## src/rtl/shift_sequencer_pkg.sv

```systemverilog
// Shared definitions for the shift sequencer and the shift register it drives.
// Holds the shift-register mode encodings, the command opcode encodings,
// the FSM state enum and a helper that tells legal opcodes from illegal ones.
package shift_sequencer_pkg;

  // Shift-register mode select values
  localparam logic [1:0] SEL_HOLD = 2'b00;
  localparam logic [1:0] SEL_SHR  = 2'b01;
  localparam logic [1:0] SEL_SHL  = 2'b10;
  localparam logic [1:0] SEL_LOAD = 2'b11;

  // Command opcodes; 6 and 7 are illegal
  localparam logic [2:0] OP_LOAD = 3'd0;
  localparam logic [2:0] OP_SHL  = 3'd1;
  localparam logic [2:0] OP_SHR  = 3'd2;
  localparam logic [2:0] OP_ROL  = 3'd3;
  localparam logic [2:0] OP_ROR  = 3'd4;
  localparam logic [2:0] OP_ASR  = 3'd5;

  typedef enum logic [1:0] {
    ST_IDLE  = 2'd0,
    ST_LOAD  = 2'd1,
    ST_SHIFT = 2'd2,
    ST_DONE  = 2'd3
  } seq_state_e;

  function automatic logic is_legal_op(input logic [2:0] op);
    return op <= OP_ASR;
  endfunction

endpackage

```

## src/rtl/shift_sequencer_if.sv

```systemverilog
// Command handshake bundle for the shift sequencer.
//   cmd_valid/cmd_ready : valid/ready handshake, accepted when both are high
//   cmd_op              : operation code
//   cmd_count           : shift amount in bits
//   cmd_data            : parallel-load value
//   cmd_fill            : serial fill bit for SHL/SHR
// master drives commands, slave (the sequencer) accepts them.
interface shift_sequencer_if #(
  parameter int WIDTH = 8,
  parameter int CNT_W = 4
) ();

  logic             cmd_valid;
  logic             cmd_ready;
  logic [2:0]       cmd_op;
  logic [CNT_W-1:0] cmd_count;
  logic [WIDTH-1:0] cmd_data;
  logic             cmd_fill;

  modport master (
    output cmd_valid, cmd_op, cmd_count, cmd_data, cmd_fill,
    input  cmd_ready
  );

  modport slave (
    input  cmd_valid, cmd_op, cmd_count, cmd_data, cmd_fill,
    output cmd_ready
  );

endinterface

```

## src/rtl/shift_sequencer.sv

```systemverilog
// Command-driven sequencer for an external universal shift register.
// Accepts one command at a time, steers the register through a parallel load
// or a multi-cycle shift/rotate, then reports the register value.
// Ports:
//   clk, sync_reset           : clock, synchronous active-low reset
//   cmd                       : command handshake (slave modport)
//   sr_sel, sr_load_data      : shift-register mode and load value
//   sr_rightshift/leftshift   : serial inputs for the shift register
//   sr_q                      : current shift-register contents
//   busy, done, err, result   : status and completion value
module shift_sequencer
  import shift_sequencer_pkg::*;
#(
  parameter int WIDTH = 8,
  parameter int CNT_W = 4
) (
  input  logic             clk,
  input  logic             sync_reset,
  shift_sequencer_if.slave cmd,
  output logic [1:0]       sr_sel,
  output logic [WIDTH-1:0] sr_load_data,
  output logic             sr_rightshift,
  output logic             sr_leftshift,
  input  logic [WIDTH-1:0] sr_q,
  output logic             busy,
  output logic             done,
  output logic             err,
  output logic [WIDTH-1:0] result
);

  seq_state_e       state_q, state_d;
  logic [2:0]       op_q;
  logic [CNT_W-1:0] remain_q;
  logic [WIDTH-1:0] data_q;
  logic             fill_q;
  logic [WIDTH-1:0] result_q;

  logic             accept;
  logic [CNT_W-1:0] count_clamped;

  assign accept = cmd.cmd_valid && (state_q == ST_IDLE);

  // Shifting more than WIDTH bits is pointless, so the count saturates at WIDTH
  assign count_clamped = (cmd.cmd_count > CNT_W'(WIDTH)) ? CNT_W'(WIDTH) : cmd.cmd_count;

  always_ff @(posedge clk) begin
    if (!sync_reset) begin
      state_q  <= ST_IDLE;
      op_q     <= OP_LOAD;
      remain_q <= '0;
      data_q   <= '0;
      fill_q   <= 1'b0;
      result_q <= '0;
    end else begin
      state_q <= state_d;
      if (accept) begin
        op_q     <= cmd.cmd_op;
        remain_q <= count_clamped;
        data_q   <= cmd.cmd_data;
        fill_q   <= cmd.cmd_fill;
      end else if (state_q == ST_SHIFT) begin
        remain_q <= remain_q - CNT_W'(1);
      end
      if (state_q == ST_DONE) begin
        result_q <= sr_q;
      end
    end
  end

  // Next-state logic: illegal ops and zero-length shifts skip straight to DONE
  always_comb begin
    state_d = state_q;
    case (state_q)
      ST_IDLE: begin
        if (accept) begin
          if (!is_legal_op(cmd.cmd_op)) begin
            state_d = ST_DONE;
          end else if (cmd.cmd_op == OP_LOAD) begin
            state_d = ST_LOAD;
          end else if (cmd.cmd_count == '0) begin
            state_d = ST_DONE;
          end else begin
            state_d = ST_SHIFT;
          end
        end
      end
      ST_LOAD:  state_d = ST_DONE;
      ST_SHIFT: if (remain_q == CNT_W'(1)) state_d = ST_DONE;
      ST_DONE:  state_d = ST_IDLE;
      default:  state_d = ST_IDLE;
    endcase
  end

  // Datapath steering: rotates and ASR feed the register's own edge bits back in
  always_comb begin
    sr_sel        = SEL_HOLD;
    sr_load_data  = '0;
    sr_rightshift = 1'b0;
    sr_leftshift  = 1'b0;
    if (state_q == ST_LOAD) begin
      sr_sel       = SEL_LOAD;
      sr_load_data = data_q;
    end else if (state_q == ST_SHIFT) begin
      case (op_q)
        OP_SHL: begin
          sr_sel       = SEL_SHL;
          sr_leftshift = fill_q;
        end
        OP_SHR: begin
          sr_sel        = SEL_SHR;
          sr_rightshift = fill_q;
        end
        OP_ROL: begin
          sr_sel       = SEL_SHL;
          sr_leftshift = sr_q[WIDTH-1];
        end
        OP_ROR: begin
          sr_sel        = SEL_SHR;
          sr_rightshift = sr_q[0];
        end
        OP_ASR: begin
          sr_sel        = SEL_SHR;
          sr_rightshift = sr_q[WIDTH-1];
        end
        default: sr_sel = SEL_HOLD;
      endcase
    end
  end

  // Result is live during DONE and held from the last DONE otherwise
  assign cmd.cmd_ready = (state_q == ST_IDLE);
  assign busy          = (state_q != ST_IDLE);
  assign done          = (state_q == ST_DONE);
  assign err           = (state_q == ST_DONE) && !is_legal_op(op_q);
  assign result        = (state_q == ST_DONE) ? sr_q : result_q;

endmodule

```

## src/flat_wrapper.sv

```systemverilog
// flat-port wrapper written by rule: the top's interface ports become plain ports
module shift_sequencer_flat import shift_sequencer_pkg::*;
#(
  parameter int WIDTH = 8,
  parameter int CNT_W = 4
)
  (clk, sync_reset, sr_sel, sr_load_data, sr_rightshift, sr_leftshift, sr_q, busy, done, err, result, cmd_cmd_valid, cmd_cmd_op, cmd_cmd_count, cmd_cmd_data, cmd_cmd_fill, cmd_cmd_ready);
  shift_sequencer_if #(.WIDTH(WIDTH), .CNT_W(CNT_W)) cmd_i ();
  input  logic clk;
  input  logic sync_reset;
  output logic [1:0] sr_sel;
  output logic [WIDTH-1:0] sr_load_data;
  output logic sr_rightshift;
  output logic sr_leftshift;
  input  logic [WIDTH-1:0] sr_q;
  output logic busy;
  output logic done;
  output logic err;
  output logic [WIDTH-1:0] result;
  input wire logic [$bits(cmd_i.cmd_valid)-1:0] cmd_cmd_valid;
  input wire logic [$bits(cmd_i.cmd_op)-1:0] cmd_cmd_op;
  input wire logic [$bits(cmd_i.cmd_count)-1:0] cmd_cmd_count;
  input wire logic [$bits(cmd_i.cmd_data)-1:0] cmd_cmd_data;
  input wire logic [$bits(cmd_i.cmd_fill)-1:0] cmd_cmd_fill;
  output wire logic [$bits(cmd_i.cmd_ready)-1:0] cmd_cmd_ready;
  assign cmd_i.cmd_valid = cmd_cmd_valid;
  assign cmd_i.cmd_op = cmd_cmd_op;
  assign cmd_i.cmd_count = cmd_cmd_count;
  assign cmd_i.cmd_data = cmd_cmd_data;
  assign cmd_i.cmd_fill = cmd_cmd_fill;
  assign cmd_cmd_ready = cmd_i.cmd_ready;
  shift_sequencer #(.WIDTH(WIDTH), .CNT_W(CNT_W)) u_core (.clk(clk), .sync_reset(sync_reset), .cmd(cmd_i), .sr_sel(sr_sel), .sr_load_data(sr_load_data), .sr_rightshift(sr_rightshift), .sr_leftshift(sr_leftshift), .sr_q(sr_q), .busy(busy), .done(done), .err(err), .result(result));
endmodule
```

## config.mk

```make
export PLATFORM = sky130hd
export DESIGN_NAME = shift_sequencer_flat
export DESIGN_NICKNAME = d
export VERILOG_FILES = /design/src/rtl/shift_sequencer_pkg.sv /design/src/rtl/shift_sequencer_if.sv /design/src/rtl/shift_sequencer.sv /design/src/flat_wrapper.sv
export SDC_FILE = /design/constraint.sdc
export NUM_CORES = 1
export LEC_CHECK = 0
export BUFFER_PORTS_ARGS = -buffer_cell sky130_fd_sc_hd__buf_2
export CORE_MARGIN = 2
export CORE_UTILIZATION = 30
export DETAILED_ROUTE_END_ITERATION = 16
export PLACE_DENSITY = 0.55
export SLEW_MARGIN = 5
export SYNTH_ARGS = -nofsm -noshare
export SYNTH_HDL_FRONTEND = slang
export SYNTH_SLANG_ARGS = --single-unit
```

## constraint.sdc

```tcl
create_clock -name clk -period 1.73 [get_ports clk]
set_input_delay 0.2595 -clock clk [delete_from_list [all_inputs] [get_ports clk]]
set_output_delay 0.2595 -clock clk [all_outputs]
set_load 0.005 [all_outputs]
```

# == Word-level counts from Yosys, hierarchy flattened ==
# Cells that the tools add are included.
# classes
order_cmp,3
muxes,20
n_reduce_logical,11
add_sub_neg,1
n_eq_ne,11
# op_table
op,count
2-to-1 mux 8 bit,2
2-to-1 mux 2 bit,6
2-to-1 mux 4 bit,3
case mux 2 bit (4 select lines),1
== test 3 x 2 -> 1 bit (second input constant),2
== test 3 bit (second input constant),2
<= comparator 3 bit (second input constant),2
2-to-1 mux 1 bit,5
== test 2 bit (second input constant),2
== test 4 x 1 -> 1 bit (second input constant),1
> comparator 4 bit (second input constant),1
zero test 4 bit,1
!= test 2 x 1 -> 1 bit (second input constant),2
case mux 2 bit (2 select lines),1
nonzero test 2 bit,2
subtractor 4 x 1 -> 4 bit (second input constant),1
== test 3 x 1 -> 1 bit (second input constant),1
zero test 3 bit,1
case mux 1 bit (3 select lines),1
OR reduction 3 bit,1
== test 2 x 1 -> 1 bit (second input constant),1
logical AND 1 bit,2
zero test 2 bit,1
case mux 1 bit (2 select lines),1
other kinds (3),3
# word_totals
inputBits,27
ff_bits,26
elab_cells,52
output_inout_bits,24

# == Logic depth before layout (Yosys ltp) ==
# Gate-level depths: netlist of run 1.
# depth
ltp_word,6
ltp_mapped,7

# == Worst setup path before layout of run 1 ==
# OpenSTA, ideal clock, no wires.
# synth_path
kind,reg-to-reg
from,register u_core.state_q[0]
to,register u_core.state_q[0]
setup_time_ps,135
path_buffers,0
arrival_time_ps,1205
path_stages_with_launch,6
period_less_slack_ps,1339
path_slack_ps,391
path_cell_list,dfxtp_1 -> inv_1 -> ha_1 -> inv_1 -> a2111oi_2 -> o32ai_1
# synth_via
elab_chain_len,4
word_cells_on_any_way,9
classes_between,eq/ne (5); mux (1); reduce/logical (3)
# synth_lines
item,line,source
"start, declared",shift_sequencer.sv:31,"seq_state_e state_q, state_d;"
"start signal, assigned",shift_sequencer.sv:55,state_q <= state_d;
zero test 2 bit *,n/a,
net cmd_cmd_ready,flat_wrapper.sv:25,output wire logic [$bits(cmd_i.cmd_ready)-1:0] cmd_cmd_ready;
logical AND 1 bit,shift_sequencer.sv:41,assign accept = cmd.cmd_valid && (state_q == ST_IDLE);
!= test 2 x 1 -> 1 bit (no line),n/a,
AND reduction 2 bit (no line),n/a,
# Mark *: on every way through the listed nets, which the timed path passes. The rest lies on a longest branch.
# A chain may end at the register's enable or synchronous reset.

# == Final worst setup path of run 1 ==
# layout_path
from,register u_core.state_q[1]
to,output port result[7]
# layout_via
elab_chain_len,2
# layout_lines
item,line,source
== test 2 bit,shift_sequencer.sv:135,assign result = (state_q == ST_DONE) ? sr_q : result_q;
2-to-1 mux 8 bit,shift_sequencer.sv:135,
"end, declared",flat_wrapper.sv:19,output logic [WIDTH-1:0] result;
# No other way between the ends.

==> results of run 1 <==
==> cells by family after synthesis <==
kind of cell	Yosys count
multiplexers	9
AND/OR/NAND/NOR	66
adder cells (fa/ha/maj)	6
flip-flops	26
AO/OA/AOI/OAI	30
XOR/XNOR	2
buffers and inverters	15
==> routing by layer <==
| layer | track usage (%) | wire (um) | vias up | share of wire [%] |
|---|---|---|---|---|
| li1 | - | - | 621 | - |
| met1 | 17.1 | 1470 | 548 | 50 |
| met2 | 18.5 | 1350 | 19 | 46 |
| met3 | 2.85 | 113 | 2 | 3.8 |
| met4 | 3.14 | 18 | 0 | 0.61 |
| met5 | 0 | 0 | - | 0 |
==> synthesized netlist by cell type <==
cell / n / share of area, %
nand2b_1: 3 / 1.4
nor3b_1: 2 / 1.1
o211ai_1: 3 / 1.7
o22ai_1: 1 / 0.46
buf_2: 2 / 0.74
a2111oi_2: 1 / 1.1
inv_1: 6 / 1.7
nand3_1: 1 / 0.37
a21boi_0: 1 / 0.56
nor4_1: 1 / 0.46
buf_4: 2 / 1.1
o21ai_0: 2 / 0.74
and3_1: 1 / 0.46
o32ai_1: 1 / 0.65
mux2_2: 8 / 6.7
clkbuf_1: 3 / 0.84
a21o_1: 2 / 1.1
o21a_1: 2 / 1.1
and3b_1: 1 / 0.65
nor2b_1: 1 / 0.46
a21oi_1: 15 / 5.6
clkinv_1: 1 / 0.28
nor2_1: 2 / 0.56
xor2_1: 1 / 0.65
buf_6: 1 / 0.84
nand3b_1: 6 / 3.3
xnor2_1: 1 / 0.65
mux2i_1: 1 / 0.74
a211oi_2: 1 / 0.93
nor4b_4: 1 / 1.8
ha_1: 6 / 5.6
nor3_1: 2 / 0.74
dfxtp_1: 26 / 39
a211oi_1: 1 / 0.56
and2_1: 17 / 7.9
nand2_1: 28 / 7.8
==> power by group <==
group          leakage, nW  total [W]  switching (W)  internal [W]
Clock               0.0216   0.000327       0.000172      0.000156
Sequential           0.214   0.000822      0.0000994      0.000723
Combinational        0.558   0.000793       0.000399      0.000394
==> metrics by stage <==
stage	power [W]	worst slack, ns	std cells	hold WS, ns
after floorplan	0.00137	0.391	154	0.395
after global placement	0.00160	0.252	253	0.437
after detailed placement	0.00161	0.224	253	0.446
after CTS	0.00195	0.0228	256	0.220
after global routing	0.00211	-0.0115	256	0.222
final	0.00194	0.0578	256	0.225
==> worst min-delay path, stage by stage <==
cell and delay, ns:
buf_2 0.09, nand2_1 0.04, a21oi_1 0.05
==> final cells by class <==
type                            instances  area (um^2)  share of cell area, %
Clock buffer                            3         41.3                   2.40
Inverter                                7         26.3                   1.53
Multi-Input combinational cell        113          767                   44.6
Sequential cell                        26          527                   30.7
Tap cell                               52         65.1                   3.79
Timing Repair Buffer                   55          292                   17.0
==> flip-flops by register name, summed over array words and instances, names as in the netlist <==
| name | cells |
|---|---|
| u_core.result_q | 8 |
| u_core.op_q | 3 |
| u_core.remain_q | 4 |
| u_core.fill_q | 1 |
| u_core.state_q | 2 |
| u_core.data_q | 8 |
==> final timing paths <==
kind / cells after the start / startpoint / endpoint / slack (ns)
max: 4 / u_core.state_q[1] / result[7] / 0.06
max reg2reg: 5 / u_core.state_q[1] / u_core.remain_q[3] / 0.25
min: 3 / cmd_cmd_data[2] / u_core.data_q[2] / 0.23
min reg2reg: 2 / u_core.data_q[5] / u_core.data_q[5] / 0.46
==> impl_metrics.tcl, run 1 <==
set metrics [dict create \
    period_minus_slack_ns 1.67 \
    final_cell_mix "buf_2, nand2_1, dfxtp_1, and2_1, a21oi_1" \
    synthToLayoutAreaGrowth_pct 27.6 \
    synth_compound_area_share_pct 14.5 \
    synthXorXnorAreaFrac_pct 1.30 \
    worstPathArrival_ns 1.41 \
    ys_ff_latch 26 \
    finalInstanceArea_um2 1720 \
    slew_viol_final 0 \
    yosys_warnings 0 \
    clock_skew_ns 0.00584 \
    fmax_ghz 0.598 \
    synth_fp_nets 187 \
    synth_top_family_by_area "simple AND/OR/NAND/NOR gates" \
    crit_path_max_fanout 10 \
    outcome "finished, final reports clean" \
    core_um2 4320 \
    pin_count 51 \
    htreeDepth 1 \
    diodes 0 \
    worstSkewPairLatency_ns 0.26 \
    num_rows 24 \
    antenna_found_initial 0 \
    vdd_ir_drop_max_v 0.000449 \
    grt_usage_pct 12.1 \
    gp_congestion 0.712 \
    postSynthAreaPerCell_um2 8.74 \
    nets 239 \
    postCtsSetupRepairBufs 0 \
    drt_iter0_markers 38 \
    fill_cells 464 \
    start_kind "flop" \
    post_cts_resized 2 \
    cts_buffer_depth 2 \
    cts_tree "yes" \
    initial_utilization_pct 31.1 \
    die_w_um 71.0 \
    synthDistinctLibCells 36 \
    hold_viol_final 0 \
    grt_pass1_vias 1128 \
    grt_setup_unrepaired "yes" \
    post-route-util_pct 39.7 \
    syn_area_um2 1350 \
    netlist_instances 154 \
    setup_tns_ns 0 \
    root_buffer "clkbuf_8" \
    die_area_um2 5040 \
    ant_nets 0 \
    dpl_cell_area_um2 1650 \
    dr_total_vias 1190 \
    cpMaxStageDelayCell "dfxtp_4" \
    ys_seq_area_share_pct 38.7 \
    drt_first_pass_iters 4 \
    synth_fa_ha_area_share_pct 5.58 \
    cts_sinks 26 \
    grt_pass1_wl_um 4970 \
    drc 0 \
    slew-limit-headroom_pct 72.3 \
    synth.area.mux_share_pct 7.43 \
    io_buffer_count 50 \
    max_stage_delay_ns 0.38 \
    drive_gt1_share_pct 36.8 \
    cts_buffers 3 \
    power_density_nw_per_um2 1130 \
    crit_chain "ha_1 -> buf_6 -> mux2_2 -> buf_2" \
    worstSetupPathType "flop to output port" \
    synth-simple-area-share_pct 27.0 \
    wl_per_cell_um 11.5 \
    maxCapViolCount 0 \
    clk_pin_slew_ns 0.09 \
    leakage_nw 0.793 \
    globalRoute.totalOverflow 0 \
    finalSetupViolCount 0 \
    critPathBufInv 2 \
    hp-class "primary input to flop" \
    dp_hpwl_um 2310 \
    viasPerCell 4.65 \
    die_h_um 71.0 \
    wl_um 2960 \
    tightest_slew_ns 0.415 \
    postCtsHoldBufs 0 \
    cp_top_family "flip-flops" \
    cp-end-kind "output port" \
    mostFrequentLayoutCell "buf_2" \
    required_ns 1.47 \
    fin_crit_sh_pct 96.7 \
    grt_max_degree 16 \
]
Note: power is estimated with default switching activity, not from simulation.
==> inputs of run 2 (changes only) <==
--- a/config.mk
+++ b/config.mk
@@ -9,7 +9,7 @@
 export CORE_MARGIN = 2
 export CORE_UTILIZATION = 30
 export DETAILED_ROUTE_END_ITERATION = 16
-export PLACE_DENSITY = 0.55
+export GPL_TIMING_DRIVEN = 0
 export SLEW_MARGIN = 5
 export SYNTH_ARGS = -nofsm -noshare
 export SYNTH_HDL_FRONTEND = slang
==> run 2 against run 1 <==
Net effect: non-clock buffer count grew 4; combinational power grew 3.3%; critical endpoint is now result[6]; sequential share of layout area shrank 0.77 points.
==> impl_metrics.tcl, run 2 (same netlist as run 1, synthesis figures left out) <==
set metrics [dict create \
    core_um2 4320 \
    drt_first_pass_iters 4 \
    crit_chain "ha_4 -> buf_2 -> mux2_2 -> buf_2" \
    cp_common_cell "buf_2" \
    dp_hpwl_um 2240 \
    maxCapViolCount 0 \
    grt_pass1_wl_um 4860 \
    cp-end-kind "output port" \
    slew_viol_final 0 \
    outcome "finished, final reports clean" \
    hold_viol_final 0 \
    dr_total_vias 1205 \
    grt_pass1_vias 1087 \
    start_kind "flop" \
    hp-class "primary input to flop" \
    max_stage_delay_ns 0.38 \
    clock_skew_ns 0.00684 \
    cts_buffers 3 \
    gp_congestion 0.774 \
    die_w_um 71.0 \
    cpMaxStageDelayCell "dfxtp_2" \
    fill_cells 472 \
    grt_max_degree 14 \
    post-route-util_pct 40.7 \
    cp_top_family "flip-flops" \
    fin_crit_sh_pct 98.4 \
    viasPerCell 4.63 \
    reg_top3 "u_core.data_q (8), u_core.result_q (8), u_core.remain_q (4)" \
    worstSkewPairLatency_ns 0.27 \
    leakage_nw 0.805 \
    synthToLayoutAreaGrowth_pct 30.6 \
    antenna_found_initial 0 \
    post-place-ws_ns 0.142 \
    postCtsHoldBufs 0 \
    crit_path_max_fanout 4 \
    worstPathArrival_ns 1.44 \
    globalRoute.totalOverflow 0 \
    wl_um 3000 \
    mostFrequentLayoutCell "buf_2" \
    grt_setup_unrepaired "yes" \
    drc 0 \
    cts_buffer_depth 2 \
    cts_tree "yes" \
    required_ns 1.47 \
    setup_tns_ns 0 \
    grt_usage_pct 11.9 \
    io_buffer_count 50 \
    critPathBufInv 2 \
    nets 243 \
    die_h_um 71.0 \
    tightest_slew_ns 0.428 \
    diodes 0 \
    slew-limit-headroom_pct 71.4 \
    vdd_ir_drop_max_v 0.000493 \
    initial_utilization_pct 31.1 \
    drt_iter0_markers 40 \
    cts_sinks 26 \
    ant_nets 0 \
    clk_pin_slew_ns 0.09 \
    worstSetupPathType "flop to output port" \
    drive_gt1_share_pct 38.0 \
    root_buffer "clkbuf_8" \
    postCtsSetupRepairBufs 0 \
    fmax_ghz 0.588 \
    pin_count 51 \
    finalSetupViolCount 0 \
    fin_ws_ns 0.0281 \
    total_power_w 0.00198 \
    period_minus_slack_ns 1.70 \
    htreeDepth 1 \
    num_rows 24 \
    wl_per_cell_um 11.5 \
    final_cell_mix "buf_2, nand2_1, dfxtp_1, and2_1, a21oi_1" \
    power_density_nw_per_um2 1120 \
    die_area_um2 5040 \
]
[run 2: cell types whose count changed in the layout (fill, tap and decap cells not counted), sizes merged]
cell / change
buf: +2
clkbuf: +2
[run 2: report_power, final]
group          switching [W]  internal, W  leakage, nW
Sequential          0.000101     0.000722        0.213
Combinational       0.000409     0.000409        0.570
Clock               0.000179     0.000156       0.0216
[run 2: final timing paths]
check | start | endpoint | slack, ns | cells after the start
worst max-delay path | u_core.state_q[0] | result[6] | 0.03 | 4
worst min-delay path | cmd_cmd_data[7] | u_core.data_q[7] | 0.23 | 3
worst max register to register | u_core.state_q[0] | u_core.remain_q[0] | 0.14 | 6
worst min register to register | u_core.data_q[4] | u_core.data_q[4] | 0.45 | 2
[run 2: metrics by stage]
stage / hold WS, ns / area (um^2) / instances
finish: 0.228 / 1760 / 260
global route: 0.227 / 1760 / 260
CTS: 0.228 / 1720 / 259
detailed placement: 0.444 / 1660 / 256
global placement: 0.438 / 1660 / 256
floorplan: 0.395 / 1350 / 154
[run 2: layout make-up]
type / count / area (um^2) / area share, %
Multi-Input combinational cell: 113 / 779 / 44.3
Sequential cell: 26 / 526 / 29.9
Timing Repair Buffer: 51 / 255 / 14.5
Buffer: 8 / 65.1 / 3.70
Tap cell: 52 / 65.1 / 3.70
Clock buffer: 3 / 41.3 / 2.35
Inverter: 7 / 26.3 / 1.49
[run 2: metal layers]
metal,share of wire [%],up-vias,GRT usage [%]
li1,-,633,-
met1,48,535,15.5
met3,5.3,4,1.71
met4,1.8,0,5.66
met2,44,33,19.3
met5,0,-,0
[run 2: timing repair]
action                     CTS  global route
gates cloned                 0             1
setup endpoints to repair   18            18
pin swaps                    0             0
gates resized for setup      8            10
hold endpoints to repair     0             0
[run 2: tightest hold or removal path, delay by kind of cell]
kind                   cells  cell delay, ns
AO/OA/AOI/OAI              1            0.05
buffers and inverters      1            0.10
AND/OR/NAND/NOR            1            0.05
